===== config.mk =====
export PLATFORM = sky130hd
export DESIGN_NAME = fetch_unit
export DESIGN_NICKNAME = d
export VERILOG_FILES = /design/src/rtl/fetch_unit.sv
export SDC_FILE = /design/constraint.sdc
export NUM_CORES = 1
export LEC_CHECK = 0
export CELL_PAD_IN_SITES_DETAIL_PLACEMENT = 0
export CELL_PAD_IN_SITES_GLOBAL_PLACEMENT = 1
export CORE_AREA = 2 2 184 186
export DETAILED_ROUTE_END_ITERATION = 12
export DIE_AREA = 0 0 186 188
export PLACE_DENSITY_LB_ADDON = 0.05
export SLEW_MARGIN = 10
export SYNTH_ARGS = -nofsm -noshare
export SYNTH_HDL_FRONTEND = slang
export SYNTH_SLANG_ARGS = --single-unit

===== constraint.sdc =====
create_clock -name clk -period 21 [get_ports clk]
set_input_delay 4.2 -clock clk [delete_from_list [all_inputs] [get_ports clk]]
set_output_delay 4.2 -clock clk [all_outputs]
set_load 0.03 [all_outputs]

===== src/rtl/fetch_unit.sv =====
// rtl/fetch_unit.sv - instruction fetch stage: PC, imem req/ack fetch, held instruction, LEGv8 next-PC
//
// Ports:
//   clk, reset           clock and synchronous active-high reset
//   imem_req/imem_addr   fetch request and word address (address stable while req is high)
//   imem_ack/imem_rdata  memory response, qualified by imem_req
//   instruction/instr_pc held instruction word and its address
//   instr_valid          held instruction is valid
//   advance              CPU retires the held instruction
//   brtaken/uncondbr     branch decision and offset-format select, sampled on a retire
//   stat_fetched/stat_taken  fetch and taken-branch counters (only with FETCH_STATS_EN)
//
// Optional build macro: FETCH_STATS_EN adds the two 32-bit statistics counters.

module fetch_unit #(
    parameter int                ADDR_W   = 64,
    parameter logic [ADDR_W-1:0] RESET_PC = '0
) (
    input  logic              clk,
    input  logic              reset,
    output logic              imem_req,
    output logic [ADDR_W-1:0] imem_addr,
    input  logic              imem_ack,
    input  logic [31:0]       imem_rdata,
    output logic [31:0]       instruction,
    output logic [ADDR_W-1:0] instr_pc,
    output logic              instr_valid,
    input  logic              advance,
    input  logic              brtaken,
    input  logic              uncondbr
`ifdef FETCH_STATS_EN
    ,
    output logic [31:0]       stat_fetched,
    output logic [31:0]       stat_taken
`endif
);

    typedef enum logic {
        FETCH = 1'b0,
        HOLD  = 1'b1
    } state_t;

    state_t            state;
    state_t            state_nxt;
    logic [ADDR_W-1:0] pc;
    logic [ADDR_W-1:0] next_pc;
    logic [ADDR_W-1:0] off_b;
    logic [ADDR_W-1:0] off_cb;
    logic              fetch_done;
    logic              retire;

    // Branch offsets: word offsets sign-extended to ADDR_W and scaled by 4.
    assign off_b  = {{(ADDR_W-28){instruction[25]}}, instruction[25:0], 2'b00};
    assign off_cb = {{(ADDR_W-21){instruction[23]}}, instruction[23:5], 2'b00};

    always_comb begin
        next_pc = instr_pc + ADDR_W'(4);
        if (brtaken) begin
            next_pc = uncondbr ? (instr_pc + off_b) : (instr_pc + off_cb);
        end
    end

    // An ack only counts while a request is actually out, so acks in HOLD or
    // during reset fall through untouched.
    assign fetch_done  = imem_req && imem_ack;
    assign retire      = (state == HOLD) && advance;
    assign imem_addr   = pc;
    assign instr_valid = (state == HOLD);

    always_comb begin
        state_nxt = state;
        imem_req  = 1'b0;
        case (state)
            FETCH: begin
                // Gated on reset so a late ack cannot land while the PC reloads.
                imem_req = !reset;
                if (imem_ack) begin
                    state_nxt = HOLD;
                end
            end
            HOLD: begin
                if (advance) begin
                    state_nxt = FETCH;
                end
            end
            default: state_nxt = FETCH;
        endcase
    end

    always_ff @(posedge clk) begin
        if (reset) begin
            state       <= FETCH;
            pc          <= {RESET_PC[ADDR_W-1:2], 2'b00};
            instruction <= '0;
            instr_pc    <= '0;
        end else begin
            state <= state_nxt;
            if (fetch_done) begin
                instruction <= imem_rdata;
                instr_pc    <= pc;
            end
            if (retire) begin
                pc <= next_pc;
            end
        end
    end

`ifdef FETCH_STATS_EN
    always_ff @(posedge clk) begin
        if (reset) begin
            stat_fetched <= '0;
            stat_taken   <= '0;
        end else begin
            if (fetch_done) begin
                stat_fetched <= stat_fetched + 32'd1;
            end
            if (retire && brtaken) begin
                stat_taken <= stat_taken + 32'd1;
            end
        end
    end
`endif

endmodule


# Word-level counts from Yosys, hierarchy flattened
# Index checks and enable logic that the tools add are counted.
[word_totals]
latchBits = 0
romBits = 0
mem_bits_rw = 0
n_memories = 0
register_bits = 161
inputBits = 38
out_inout_bits = 162
[classes]
bitwise = 1
shift = 0
div = 0
mul = 0
addsub = 3
order_cmp = 0
n_eq_ne = 0
n_mux = 6
reduce_logical = 3
[ops]
columns = ["cell", "count"]
rows = [
  ["$add 64x64->64", 2],
  ["$mux 64", 2],
  ["$add 64x3->64 const B", 1],
  ["$mux 1", 3],
  ["$logic_and 1x1->1", 2],
  ["$pmux 1 s2", 1],
  ["$logic_not 1->1", 1],
  ["$not 1->1", 1],
]

# Depth between registers and ports, before layout
[depth]
ltp_word = 3
depth_mapped = 17

# Worst setup path after synthesis
# OpenSTA, ideal clock, no wires.
[synth_path]
path_type = "in2reg"
startpoint = "in uncondbr"
endpoint = "reg pc[58] (netlist: imem_addr[58])"
setup_slack_ns = 11.428
stages = 15
path_buffers = 2
arrival_ns = 9.455
required_ns = 20.883
path_cell_list = "clkbuf_1 -> nand2b_1 -> a21boi_0 -> ha_1 -> buf_6 -> a21o_1 -> a21o_1 -> a21oi_2 -> o21a_2 -> o22ai_1 -> or3_4 -> a31oi_4 -> nor3_1 -> or3_1 -> a32o_1"
[synth_via]
elab_chain_cells = 2
[synth_lines]
columns = ["element", "line", "rtl"]
rows = [
  ["start, declared", "30", "input logic uncondbr"],
  ["$mux 64", "59", "next_pc = uncondbr ? (instr_pc + off_b) : (instr_pc + off_cb);"],
  ["$mux 64", "58", "if (brtaken) begin"],
  ["end signal, assigned", "93", "pc <= {RESET_PC[ADDR_W-1:2], 2'b00};"],
  ["end signal, assigned", "103", "pc <= next_pc;"],
  ["end, declared", "45", "logic [ADDR_W-1:0] pc;"],
]
# No other way between the ends.
# A chain may end at the register's enable or synchronous reset.

# Worst setup path in the final report
[layout_path]
startpoint = "in reset"
endpoint = "out imem_req"
[layout_via]
elab_chain_cells = 2
[layout_lines]
columns = ["element", "line", "rtl"]
rows = [
  ["start, declared", "20", "input logic reset,"],
  ["$logic_not 1->1", "76", "imem_req = !reset;"],
  ["$mux 1", "73", "case (state)"],
  ["end, declared", "21", "output logic imem_req,"],
]
# No other way between the ends.

==> metrics.csv <==
metric;value;unit
outcome;finished clean;
Reg clk slew, reported paths;0.07;ns
largest family of logic cells by synthesized area;simple AND/OR/NAND/NOR gates;
Post-DRT Antenna Nets;0;
Synth Flop Type;dfxtp_1;
IO buf count;199;
Inserted Diodes;0;
crit path DAT;5.38;ns
wire length per cell;16.99;µm
post-route setup slack;11.42;ns
most common cell after layout, fill and taps aside;nand2_1;
Synth Cell Area;9757;µm²
worst min path class;reg2reg;
Ports;200;
largest net degree at the start of global routing;105;
post-route minimum period;9.579;ns
vias in the first global route;9190;
simple-gate area share of the yosys netlist;24.17;%
layout cells sized above 1;4.426;%
RePlAce Congestion;0.8272;
layout filler cell count;3500;
Worst-Skew Late Latency;0.45;ns
die area;34970;µm²
CTS tree;done;
final core occ;38.33;%
post-place setup slack;11.39;ns
clock root cell;clkbuf_16;
Max stage delay on crit path;0.62;ns
critical path type;in2out;
fmax;104.4;MHz
Adder-Cell Fraction of Synth Area;8.028;%
clock sink total;161;
Detailed Routing Iterations Pass 1;5;
Synth Area in Compound Gates;24.17;%
cell area power density;58.43;nW/µm²
Critical-path top delay cell;clkdlybuf4s50_1;
period utilization;45.61;%
Max-Cap Viols;0;
Ys Warns;0;
total CTS buffers;17;
CP Launch Type;input port;
Post-Synth XOR/XNOR Area;4.758;%
hpwl dp;23640;µm
H-tree depth;4;
Hold Slack;0.4715;ns
Worst EP required;16.80;ns
Yosys reg bits;161;
core area;33110;µm²
initial antenna violation count;0;
Post-synth EDFFs;0;
worst vdd ir;0.00005763;V
Cells after Synth;1279;
Leak;4.657;nW
post-synthesis cell type count;66;
placed inst area;12090;µm²
largest fanout on the critical path;41;
normalized max-slew margin;31.74;%
Clock Tree Buf Depth;2;
Syn Area/Cell;7.629;µm²
setup TNS;0;ns
Hold Fails Final Rpt;0;
hold_buf cts;0;
final WL;32170;µm
GR Overflow Total;0;
clk_skew;0.01124;ns
Seq/Total Area, Yosys;33.03;%
Initial DRC Count;378;
Die Wd;186;µm
final setup fails;0;
nets;1533;
Final Instance Area;12690;µm²
drt drc;0;
critical path endpoint category;primary output;
max-slew violations;0;
critical-path cell list;buf_4 -> nor2_1 -> clkdlybuf4s50_1;
Starting Density;29.47;%
Post-CTS Setup Bufs;0;
unrepaired setup endpoints after global routing;no;
Overall Global Routing Usage;18.85;%
actual slew at the worst max-slew pin;1.020;ns
commonest non-fill, non-tap cells in the layout;nand2_1, clkdlybuf4s50_1, dfxtp_1;
mux cell area share after synthesis;1.859;%
Area growth syn-to-layout;30.08;%
fraction of registers with async set or reset after synthesis;0;%
first-pass GRT wire length;51520;µm
std cell rows;67;
post-CTS sizing;0;
total number of vias;9126;
Avg Vias per Cell;4.818;
Die H;188;µm
Synth Net Count;1379;
==> synthesized netlist by cell type, drive strengths merged, types with 2 or more instances <==
master	n	share of area [%]
a211o	2	0.18
or3	10	0.69
a21oi	118	6.2
nor2b	19	1.2
xnor2	32	2.9
and2	5	0.32
nand4	18	1.2
a21o	27	2.1
a211oi	3	0.23
ha	61	7.8
nor4	3	0.26
o31ai	4	0.45
a31o	2	0.18
o21ai	161	8.3
inv	22	0.85
a32o	3	0.31
a21boi	9	0.69
nand2b	100	6.4
o211ai	13	1.1
nand3b	3	0.23
nor3	12	0.67
dfxtp	161	33
a22o	3	0.27
o21a	7	0.55
mux2i	17	1.7
a311oi	2	0.18
o21bai	14	1.1
a31oi	10	0.80
and3	6	0.38
nor2	50	1.9
buf	14	0.86
a41oi	3	0.27
nand2	251	9.7
a2111oi	2	0.44
o311ai	2	0.18
clkbuf	59	2.3
xor2	21	1.9
nand3	18	0.92
==> registers in the layout (all words and copies together) (netlist names) <==
| name | cells |
|---|---|
| instr_pc | 64 |
| imem_addr | 64 |
| instr_valid | 1 |
| instruction | 32 |
==> layout make-up <==
cell class / instances / area, µm² / share of cell area, %
multi-input cells: 1023 / 6162 / 48.55
flip-flops and latches: 161 / 3223 / 25.39
repair buffers: 208 / 2057 / 16.21
well taps: 448 / 560.5 / 4.416
clock buffers: 21 / 450.4 / 3.549
clock inverters: 11 / 156.4 / 1.232
inverters: 22 / 82.58 / 0.6506
==> path summary, 6_finish.rpt <==
check	slack (ns)	depth (start not counted)	from	end
worst max-delay path	11.42	3	reset	imem_req
worst min-delay path	0.47	2	imem_addr[10]	imem_addr[10]
worst max register to register	17.16	14	instruction[23]	imem_addr[61]
worst min register to register	0.47	2	imem_addr[10]	imem_addr[10]
==> critical path, delay by kind of cell <==
kind	cells	cell delay, ns
buffers and inverters	2	1.03
and+or+nand+nor	1	0.13
==> where the power goes <==
| group | switching (mW) | internal, mW | total (mW) |
|---|---|---|---|
| Combinational | 0.0552 | 0.0356 | 0.0908 |
| Clock | 0.140 | 0.191 | 0.331 |
| Sequential | 0.00725 | 0.312 | 0.319 |
==> through the flow <==
| step | power (mW) | std cells |
|---|---|---|
| 2_1_floorplan | 0.3811 | 1279 |
| 3_3_place_gp | 0.4184 | 1862 |
| 3_5_place_dp | 0.4183 | 1862 |
| 4_1_cts | 0.7549 | 1894 |
| 5_1_grt | 0.7725 | 1894 |
| 6_report | 0.7417 | 1894 |
==> kinds of logic after synthesis <==
| logic type | count (synthesis) |
|---|---|
| simple gates | 498 |
| fa+ha+maj | 62 |
| compound gates | 392 |
| mux | 18 |
| xor+xnor | 53 |
| flops | 161 |
| buf+inv | 95 |
==> layer usage <==
layer / routed length (µm) / share of wire, % / global-route usage [%]
met5: 0 / 0 / 0
met1: 16020 / 50 / 25.98
met4: 364 / 1.1 / 4.815
met2: 14330 / 45 / 29.61
met3: 1458 / 4.5 / 4.214
Note: power is estimated with default switching activity, not from simulation.
